### config.mk
export PLATFORM = sky130hd
export DESIGN_NAME = fns_encoder_seq_flat
export DESIGN_NICKNAME = d
export VERILOG_FILES = /design/src/rtl/fns_encoder_seq_if.sv /design/src/rtl/fns_encoder_seq.sv /design/src/flat_wrapper.sv
export SDC_FILE = /design/constraint.sdc
export NUM_CORES = 1
export LEC_CHECK = 0
export BUFFER_PORTS_ARGS = -buffer_cell sky130_fd_sc_hd__buf_4
export CAP_MARGIN = 15
export CORE_ASPECT_RATIO = 0.8
export CORE_UTILIZATION = 35
export DETAILED_ROUTE_END_ITERATION = 16
export PLACE_DENSITY = 0.54
export SETUP_SLACK_MARGIN = 0.3
export SYNTH_ARGS = -nofsm -noshare
export SYNTH_HDL_FRONTEND = slang
export SYNTH_SLANG_ARGS = --single-unit
### constraint.sdc
create_clock -name clk -period 6.3 [get_ports clk]
set_clock_uncertainty 0.2 [all_clocks]
set_input_delay 0.315 -clock clk [delete_from_list [all_inputs] [get_ports clk]]
set_output_delay 0.315 -clock clk [all_outputs]
set_load 0.005 [all_outputs]
### src/rtl/fns_encoder_seq_if.sv
// fns_encoder_seq_if: input/output handshake bundle for the Zeckendorf encoder
interface fns_encoder_seq_if #(
    parameter int CW_W   = 10,
    parameter int DATA_W = 8
);
    logic              in_valid;
    logic              in_ready;
    logic [DATA_W-1:0] in_data;
    logic              out_valid;
    logic              out_ready;
    logic [CW_W-1:0]   out_cw;
    logic              out_err;

    modport master (
        output in_valid, in_data, out_ready,
        input  in_ready, out_valid, out_cw, out_err
    );

    modport slave (
        input  in_valid, in_data, out_ready,
        output in_ready, out_valid, out_cw, out_err
    );
endinterface

### src/rtl/fns_encoder_seq.sv
// fns_encoder_seq: greedy MSB-first Zeckendorf encoder, one codeword bit per cycle
module fns_encoder_seq #(
    parameter int CW_W   = 10,
    parameter int DATA_W = 8
) (
    input logic              clk,
    input logic              rst_n,
    fns_encoder_seq_if.slave bus
);
    function automatic int fib(input int n);
        int a, b, t;
        a = 0;
        b = 1;
        for (int i = 1; i < n; i++) begin
            t = a + b;
            a = b;
            b = t;
        end
        return b;
    endfunction

    localparam int                IW     = $clog2(CW_W);
    localparam logic [DATA_W-1:0] MAXV   = DATA_W'(fib(CW_W + 2) - 1);
    localparam logic [DATA_W-1:0] W_HI0  = DATA_W'(fib(CW_W + 1));
    localparam logic [DATA_W-1:0] W_LO0  = DATA_W'(fib(CW_W));
    localparam logic [IW-1:0]     IDX0   = IW'(CW_W - 1);

    typedef enum logic [1:0] {IDLE, ENC, DONE} state_t;

    state_t            state, state_d;
    logic [DATA_W-1:0] rem, rem_d;
    logic [DATA_W-1:0] w_hi, w_hi_d;
    logic [DATA_W-1:0] w_lo, w_lo_d;
    logic [IW-1:0]     idx, idx_d;
    logic [CW_W-1:0]   cw, cw_d;
    logic              err, err_d;
    logic              take;
    logic              over;

    always_ff @(posedge clk) begin
        if (!rst_n) begin
            state <= IDLE;
            rem   <= '0;
            w_hi  <= '0;
            w_lo  <= '0;
            idx   <= '0;
            cw    <= '0;
            err   <= 1'b0;
        end else begin
            state <= state_d;
            rem   <= rem_d;
            w_hi  <= w_hi_d;
            w_lo  <= w_lo_d;
            idx   <= idx_d;
            cw    <= cw_d;
            err   <= err_d;
        end
    end

    assign take = rem >= w_hi;
    assign over = bus.in_data > MAXV;

    // Weights walk the Fibonacci recurrence backwards: (hi, lo) -> (lo, hi - lo)
    always_comb begin
        state_d = state;
        rem_d   = rem;
        w_hi_d  = w_hi;
        w_lo_d  = w_lo;
        idx_d   = idx;
        cw_d    = cw;
        err_d   = err;
        if (state == IDLE && bus.in_valid) begin
            state_d = over ? DONE : ENC;
            rem_d   = bus.in_data;
            w_hi_d  = W_HI0;
            w_lo_d  = W_LO0;
            idx_d   = IDX0;
            cw_d    = '0;
            err_d   = over;
        end else if (state == ENC) begin
            cw_d[idx] = take;
            rem_d     = take ? rem - w_hi : rem;
            w_hi_d    = w_lo;
            w_lo_d    = w_hi - w_lo;
            idx_d     = idx - 1'b1;
            state_d   = idx == '0 ? DONE : ENC;
        end else if (state == DONE && bus.out_ready) begin
            state_d = IDLE;
        end
    end

    assign bus.in_ready  = state == IDLE;
    assign bus.out_valid = state == DONE;
    assign bus.out_cw    = cw;
    assign bus.out_err   = err;
endmodule

### src/flat_wrapper.sv
// flat-port wrapper written by rule: the top's interface ports become plain ports
module fns_encoder_seq_flat 
#(
    parameter int CW_W   = 10,
    parameter int DATA_W = 8
)
  (clk, rst_n, bus_in_valid, bus_in_data, bus_out_ready, bus_in_ready, bus_out_valid, bus_out_cw, bus_out_err);
  fns_encoder_seq_if #(.CW_W(CW_W), .DATA_W(DATA_W)) bus_i ();
  input logic clk;
  input logic rst_n;
  input wire logic [$bits(bus_i.in_valid)-1:0] bus_in_valid;
  input wire logic [$bits(bus_i.in_data)-1:0] bus_in_data;
  input wire logic [$bits(bus_i.out_ready)-1:0] bus_out_ready;
  output wire logic [$bits(bus_i.in_ready)-1:0] bus_in_ready;
  output wire logic [$bits(bus_i.out_valid)-1:0] bus_out_valid;
  output wire logic [$bits(bus_i.out_cw)-1:0] bus_out_cw;
  output wire logic [$bits(bus_i.out_err)-1:0] bus_out_err;
  assign bus_i.in_valid = bus_in_valid;
  assign bus_i.in_data = bus_in_data;
  assign bus_i.out_ready = bus_out_ready;
  assign bus_in_ready = bus_i.in_ready;
  assign bus_out_valid = bus_i.out_valid;
  assign bus_out_cw = bus_i.out_cw;
  assign bus_out_err = bus_i.out_err;
  fns_encoder_seq #(.CW_W(CW_W), .DATA_W(DATA_W)) u_core (.clk(clk), .rst_n(rst_n), .bus(bus_i));
endmodule
==> run metrics, run 1 <==
Die Width=95.61 µm; initial antenna violation count=0; post-synth cell types=43; worst-skew pair later-pin latency=between 0.2 and 0.3 ns; post-synthesis xor/xnor area fraction=0.02856; PostCTS Resize Cnt=0; port buffer count=24; crit path kind=flop to flop; area delta synth->final=13.36%; post-synthesis sequential area ratio=0.3345; mux share of post-synthesis cell area=0.02856; fin nets=about 360; GRT Util Overall=0.1734; complex-gate fraction of the synthesized area=0.2279; RSZ-0062 raised after global routing=false; antenna fix cells=0; count leader, synth=dfxtp_1; Leakage=~1.1 nW; endpoint type of the worst setup path=flop; syn nets=approximately 350; largest net degree at the start of global routing=27; Worst Hold Class=input pin to flop; number of I/O pins=25; Final Cell Area=0.002781 mm²; Synth Flop Type=dfxtp_1; fmax=0.3473 GHz; # setup viols final=0; Worst path slowest cell=a21oi_1; Post-Synthesis Cells=approximately 310; hold_buf cts=0; adder-cell share of the synthesized area=0.1183; DR WL/cell=around 14 µm; Avg Cell Area, Syn=7.864 µm²; DR vias=2196; die area=0.007351 mm²; H-tree depth=2; outcome=completed; crit path DAT=slightly below 3 ns; Core Box Area=0.006571 mm²; drt first-iter violations=95; max-cap violations=0; Final Hold Viols=0; TritonCTS Buffers=5; global-route wire length before repair=between 9000 and 10000 µm; DRT Pass-1 Iters=4; slew margin rel.=0.4284; synth top area cells=dfxtp_1, ha_1, a21oi_1; fin crit period=between 2 and 3 ns; crit-path max FO=12; worst IR drop on VDD=0.1532 mV; synth cell count leaders=dfxtp_1, a21oi_1, nand2_1, o21ai_0, inv_1; setup tns final=0 ns; layout cells sized above 1=0.1027; Synth Area in Simple Gates=0.2030; Starting Density=0.3734; placed wire-length estimate=between 4000 and 5000 µm; Critical Path Start Type=flop; post-synthesis sequential element count=41; CTS tree=built; total setup buffers inserted after CTS=0; critical path's largest stage delay=just over 0.6 ns; share of the synthesized area in the top cell type=0.3345; clock tree buffer depth=2; root buffer selected by CTS=clkbuf_8; CP delay by family, top=compound AO/OA/AOI/OAI gates; crit path cell chain=inv_1 > ha_1 > nand4_1 > a311o_1 > a21oi_1 > o21ai_0 > a31oi_1; slew at the pin closest to its max-slew limit=~0.86 ns; Post-synth EDFFs=0; pwr dens=around 350 mW/mm²; Synth async-reset ratio=0; clk sinks=41; placed instance area=~0.0027 mm²; Total Wirelength=between 6000 and 7000 µm; Synth Cell Area=0.002454 mm²; Period Utilization, post-route=0.4570; final slew viol count=0; Ys Warns=0; largest family of logic cells by synthesized area=compound AO/OA/AOI/OAI gates; clock transition at the registers of the reported paths=~0.080 ns; Die H=about 77 µm; GRT overflow=0; Placer Congestion=between 0.7 and 0.8; drc violations=0; largest area contributor in the netlist=dfxtp_1; row cnt=26; CP Buf/Inv Count=1; Vias/cell=between 5 and 6; vias in the first global route=a little under 2000; post-route ant nets=0; worst endpoint required time=between 6 and 7 ns
## worst min-delay path, stage by stage
cell and delay (ns):
buf_4 0.08, nand3_1 0.06, nand3_1 0.08
## where the power goes
part / total, W / internal [W] / switching [W]
Sequential: 0.000333 / 0.000299 / 0.0000338
Combinational: 0.000463 / 0.000185 / 0.000277
Clock: 0.000173 / 0.0000766 / 0.0000969
## stage by stage
step,std cells,power (W),hold WS (ns),util,setup slack [ns]
6_report,415,0.0009690,0.07114,0.4233,3.421
5_1_grt,415,0.001057,0.06988,0.4233,3.278
4_1_cts,415,0.0009777,0.05348,0.4233,3.423
3_5_place_dp,407,0.0007988,0.2519,0.4101,3.464
3_3_place_gp,407,0.0007948,0.2525,0.4101,3.463
2_1_floorplan,312,0.0006884,0.2319,-,4.135
## cells by family after synthesis
| logic type | count (synthesis) |
|---|---|
| and+or+nand+nor | 101 |
| AOI/OAI and AO/OA | 95 |
| DFF | 41 |
| buffers and inverters | 38 |
| adders and majority gates | 22 |
| xor gates and xnor gates | 8 |
| muxes | 7 |
## routing by layer
layer | up-vias | global-route usage | routed length (µm)
met1 | 1013 | 0.2597 | 3300
met5 | - | 0 | 0
met3 | 2 | 0.03571 | 209
met2 | 36 | 0.2529 | 2478
li1 | 1145 | - | -
met4 | 0 | 0.03582 | 23
## area by class of cell
type | count | area (µm²)
clock buffers | 5 | 68.82
repair buffers | 26 | 195.2
flip-flops and latches | 41 | 820.8
fillers | 728 | 3790
clock inverters | 3 | 17.52
multi-input cells | 233 | 1488
inverters | 23 | 86.33
well taps | 84 | 105.1
## sequential cells by signal, indices dropped and copies added, names as in the netlist
signal / cells
u_core.rem: 8
u_core.w_hi: 8
u_core.bus.out_err: 1
u_core.bus.out_cw: 10
u_core.state: 2
u_core.w_lo: 8
u_core.idx: 4
## cells in the final DEF (no fill, tap or decap), types with 5 or more instances in the layout
master and instances:
nand3_1 11, nand2_1 39, mux2i_1 7, nor3_1 7
a21oi_1 40, inv_1 22, clkbuf_8 5, a31oi_1 8
xnor2_1 6, nor2_1 13, nor2b_1 5, dfxtp_1 41
buf_4 26, o21a_1 6, ha_1 20, o21ai_0 24
## path summary, 6_finish.rpt
path | from | to | slack, ns | cells after the start
max | u_core.w_hi[1] | u_core.rem[5] | 3.42 | 7
min | bus_in_data[0] | u_core.rem[0] | 0.07 | 3
max reg2reg | u_core.w_hi[1] | u_core.rem[5] | 3.42 | 7
min reg2reg | u_core.w_lo[7] | u_core.w_hi[7] | 0.26 | 2
No activity file was read; power rests on OpenSTA's default activity.
==> run 2, diff against run 1 <==
- ABC_AREA: default -> 1
- clock period: 6.3 -> 2.7 ns (I/O delays scaled with it)
==> run 2 against run 1 <==
Against the previous run: clock power grew 140%; final cell count is 21% higher; sequential share of layout area shrank 2.4 points; critical path type unchanged; largest cell class unchanged.
==> run metrics, run 2 <==
placed wire-length estimate=roughly 4300 µm; global-route wire length before repair=between 10000 and 15000 µm; Starting Density=0.3682; worst IR drop on VDD=around 0.27 mV; Die H=78.91 µm; Final Cell Area=approximately 0.0030 mm²; Leakage=~1.5 nW; crit path DAT=2.11 ns; row cnt=27; Avg Cell Area, Syn=6.809 µm²; number of I/O pins=25; fin crit period=2.117 ns; crit-path max FO=9; Ys Warns=0; TritonCTS Buffers=5; worst endpoint required time=2.69 ns; max FFs per register=10; largest net degree at the start of global routing=25; Post-synth EDFFs=0; layout cells sized above 1=0.1349; count leader, synth=nand2_1; Synth Flop Type=dfxtp_1; worst-skew pair later-pin latency=0.30 ns; DR vias=~2400; DR WL/cell=between 10 and 15 µm; drc violations=0; Synth async-reset ratio=0; setup tns final=0 ns; slew margin rel.=0.6647; GRT Util Overall=0.1697; largest area contributor in the netlist=dfxtp_1; Total Wirelength=between 6000 and 7000 µm; clock tree buffer depth=2; max-cap violations=0; clock transition at the registers of the reported paths=roughly 0.080 ns; drt first-iter violations=roughly 110; Comb pwr share=0.401; Int Pwr=around 0.0011 W; Final Non-Filler Cells=~500; DRT Pass-1 Iters=7; syn nets=about 410; Die Width=98.13 µm; # setup viols final=0; slew at the pin closest to its max-slew limit=around 0.50 ns; root buffer selected by CTS=clkbuf_8; Core Box Area=0.007027 mm²; share of the synthesized area in the top cell type=0.3172; antenna fix cells=0; synth cell count leaders=nand2_1, inv_1, dfxtp_1, nand3_1, nor2_1; GRT overflow=0; pwr dens=~600 mW/mm²; CTS tree=built; final slew viol count=0; Clk network pwr share=0.222; most frequent cells in the layout=nand2_1, inv_1, dfxtp_1, nand3_1, buf_4; placed instance area=~0.0028 mm²; synth top area cells=dfxtp_1, nand2_1, ha_1; sw frac=0.4032; Worst Hold Class=input pin to flop; Placer Congestion=0.8521; Layout Utilization=0.4307; post-synthesis sequential element count=just over 40; final hold slack=0.05919 ns; clk sinks=41; post-route ant nets=0; Final Hold Viols=0; die area=around 0.0077 mm²; Critical Path Start Type=flop; endpoint type of the worst setup path=flop; reg2reg setup slack=0.58 ns; fin nets=around 450; RSZ-0062 raised after global routing=false; Synth Cell Area=between 0.002 and 0.003 mm²; Net Sw Power=between 0.0007 and 0.0008 W; area delta synth->final=16.97%; PostCTS Resize Cnt=0; post-synth cell types=34; Period Utilization, post-route=0.7842; outcome=completed; placed cells=484; commonest non-fill, non-tap cell in the layout=nand2_1; fmax=approximately 0.47 GHz; port buffer count=24; vias in the first global route=~2200; sequential share of power=0.378; post-synthesis sequential area ratio=0.3172; crit path kind=flop to flop; Post-Synthesis Cells=380; H-tree depth=2; Vias/cell=4.723; initial antenna violation count=0
[run 2: cell types whose count changed after synthesis, moves of 7 or more]
cell | previous run | this run
inv_1 | 22 | 62
nor2_1 | 13 | 25
o21ai_1 | 0 | 14
nand3_1 | 11 | 28
a21oi_1 | 40 | 23
nor3_1 | 7 | 0
o21ai_0 | 24 | 10
clkbuf_1 | 12 | 1
mux2i_1 | 7 | 0
o211ai_1 | 1 | 8
nand2_1 | 39 | 99
[run 2: layer usage]
metal	up-vias	routed length, µm	track usage
met5	-	0	0
met4	0	68	0.04776
met3	7	178	0.03169
met2	42	2360	0.2577
met1	1044	3416	0.2443
li1	1278	-	-
[run 2: final cells by class]
| cell class | instances | area [µm²] |
|---|---|---|
| clock buffer | 5 | 68.82 |
| clock inverter | 3 | 17.52 |
| fill | 737 | 4000 |
| inverter | 67 | 251.5 |
| multi-input combinational | 263 | 1464 |
| sequential | 41 | 820.8 |
| tap | 87 | 108.9 |
| timing repair buffer | 36 | 295.3 |
[run 2: cells by family after synthesis]
logic type | after synthesis | share of synthesized area
simple gates | 171 | 0.2926
flops | 41 | 0.3172
compound gates | 66 | 0.1475
xor+xnor | 4 | 0.01354
buf+inv | 76 | 0.1170
fa+ha+maj | 22 | 0.1122
[run 2: worst max-delay path: stages (launching register included)]
cell and delay (ns):
dfxtp_1 0.35, ha_1 0.15, inv_1 0.07, fa_1 0.45, nand2_1 0.09, nand2_2 0.08
nand3_1 0.10, nand3_2 0.12, nand2_4 0.14, nand2_4 0.09, nor2_1 0.13, nor3_2 0.05
[run 2: power groups by stage]
stage / sequential [W] / clock (W) / combinational [W]
2_1_floorplan: 0.000705 / 0 / 0.000581
3_5_place_dp: 0.000720 / 0 / 0.000731
3_3_place_gp: 0.000718 / 0 / 0.000728
6_report: 0.000707 / 0.000415 / 0.000750
5_1_grt: 0.000714 / 0.000446 / 0.000874
4_1_cts: 0.000706 / 0.000425 / 0.000749
[run 2: repair_timing]
| item | in CTS | in global routing |
|---|---|---|
| hold buffers | 10 | 0 |
| setup buffers | 0 | 0 |
| hold endpoints to repair | 16 | 0 |
[run 2: worst paths after layout]
kind	start	endpoint	cells past startpoint
max	u_core.w_hi[0]	u_core.rem[2]	11
min	bus_in_data[0]	u_core.rem[0]	5
max reg2reg	u_core.w_hi[0]	u_core.rem[2]	11
min reg2reg	u_core.w_lo[1]	u_core.w_hi[1]	2
[run 2: stage by stage]
step	total power [W]	setup WS, ns
2_1_floorplan	0.001286	0.7263
3_3_place_gp	0.001447	0.6296
3_5_place_dp	0.001450	0.5902
4_1_cts	0.001880	0.5740
5_1_grt	0.002035	0.3700
6_report	0.001872	0.5827
==> run 3, diff against run 2 <==
- PLACE_DENSITY: 0.54 -> 0.56
- clock period: 2.7 -> 1.8 ns (I/O delays scaled with it)
==> run 3 against run 2 <==
Against the previous run: the run now ends with hold timing, setup timing left; final cell count grew 5.8%; sequential share of layout area shrank 4.2 points; clock-buffer cell count is the same; via count grew 6.3%; first-iteration DRC count shrank 7.6%; critical path depth grew 1; critical endpoint is now u_core.rem[4]; largest cell class unchanged; largest power group unchanged.
==> run metrics, run 3 (synthesis gave the netlist of run 2 again) <==
max-cap violations=0; sw frac=0.4005; Core Box Area=about 0.0070 mm²; number of I/O pins=25; max FFs per register=10; Total Wirelength=approximately 6800 µm; crit path kind=flop to flop; clock transition at the registers of the reported paths=around 0.08 ns; layout cells sized above 1=0.3288; Leakage=roughly 1.7 nW; final slew viol count=0; root buffer selected by CTS=clkbuf_8; M1 GR Usage=0.2592; die area=0.007743 mm²; fillcell total=just under 700; Period Utilization, post-route=1.081; global-route wire length before repair=roughly 11000 µm; drc violations=0; violated checks=hold timing, setup timing; Layout Utilization=0.5205; Vias/cell=roughly 4.7; row cnt=27; Critical Path Start Type=flop; worst IR drop on VDD=roughly 0.42 mV; crit path DAT=slightly below 2 ns; port buffer count=24; drt first-iter violations=slightly below 100; Final Hold Viols=13; Starting Density=0.3682; slew at the pin closest to its max-slew limit=approximately 0.24 ns; pwr dens=899.5 mW/mm²; GRT Util Overall=0.1855; Die Width=98.13 µm; worst endpoint required time=approximately 1.8 ns; DR WL/cell=between 10 and 15 µm; post-route ant nets=0; TritonCTS Buffers=5; busiest grt layer=met2; placed wire-length estimate=approximately 4700 µm; sequential share of power=0.327; Setup WS post-layout=-0.1452 ns; met3 Track Usage GR=0.03785; antenna fix cells=0; crit-path max FO=3; met2 Use GR=0.2852; setup tns final=-1.318 ns; Placer Congestion=roughly 0.8; commonest non-fill, non-tap cell in the layout=nand2_1; DRT Pass-1 Iters=4; Int Pwr=~0.002 W; # setup viols final=20; most frequent cells in the layout=nand2_1, inv_1, buf_4, dfxtp_1, nand3_1; fmax=approximately 0.5 GHz; Comb pwr share=0.486; CTS tree=built; outcome=complete, but fails checks; worst-skew pair later-pin latency=approximately 0.30 ns; H-tree depth=2; RSZ-0062 raised after global routing=true; fin crit period=between 1.5 and 2 ns; final hold slack=-0.09574 ns; Die H=about 80 µm; initial antenna violation count=0; DR vias=about 2500; Clk network pwr share=0.187; area delta synth->final=41.34%; vias in the first global route=about 2400; clock tree buffer depth=2; slew margin rel.=0.8402; clk sinks=slightly above 40; Worst Hold Class=input pin to flop; fin nets=roughly 480; Net Sw Power=between 0.001 and 0.0015 W; endpoint type of the worst setup path=flop; GRT overflow=0; largest net degree at the start of global routing=22
## run 3: power groups by stage
stage                     Sequential [W]  Clock (W)  Combinational, W
after global placement           0.00108          0           0.00127
after global routing             0.00109   0.000669           0.00179
after CTS                        0.00107   0.000634           0.00148
after floorplan                  0.00107          0          0.000915
after detailed placement         0.00108          0           0.00129
final                            0.00108   0.000615           0.00160
## run 3: what timing repair did
| item | CTS | global route |
|---|---|---|
| cloned | 2 | 0 |
| pin swaps | 8 | 8 |
| hold buffers | 7 | 1 |
| gates resized for setup | 35 | 30 |
| hold endpoints to repair | 18 | 14 |
| setup buffers | 3 | 4 |
| endpoints found under the setup margin | 27 | 31 |
## run 3: routing by layer
metal	part of all wire	vias to the layer above
met5	0	-
met4	0.011	0
met3	0.042	7
met2	0.42	43
met1	0.52	1131
li1	-	1340
## run 3: through the flow
step                instances  setup slack [ns]  area, µm²  total power, W
floorplan                 380          -0.05669       2655        0.001980
global placement          507           -0.1058       3105        0.002354
detailed placement        507           -0.1621       3105        0.002371
CTS                       527           -0.1305       3491        0.003180
global route              531           -0.2615       3657        0.003548
finish                    531           -0.1452       3657        0.003290
## run 3: final timing paths
kind,start,end,slack (ns),depth (start not counted)
setup / recovery,u_core.rem[0],u_core.rem[4],-0.15,12
setup reg to reg,u_core.rem[0],u_core.rem[4],-0.15,12
hold reg to reg,u_core.w_lo[5],u_core.w_hi[5],0.27,2
hold / removal,rst_n,u_core.idx[3],-0.1,3
## run 3: cell type report
class,count,area (µm²),share of cell area
Sequential cell,41,837.1,0.2289
Clock inverter,3,17.52,0.004790
Multi-Input combinational cell,264,1779,0.4865
Timing Repair Buffer,64,584.3,0.1598
Inverter,67,261.5,0.07150
Tap cell,87,108.9,0.02976
Clock buffer,5,68.82,0.01882
## run 3: critical path, cell delays in order, from the launching register on
cell and delay [ns]:
dfxtp_2 0.33, inv_2 0.05, ha_4 0.11, inv_2 0.04, fa_2 0.37, nand2_2 0.07
nand2_2 0.06, buf_4 0.14, a21oi_1 0.13, nand3b_1 0.15, nand2_1 0.07, nand2_2 0.07
a21oi_2 0.04
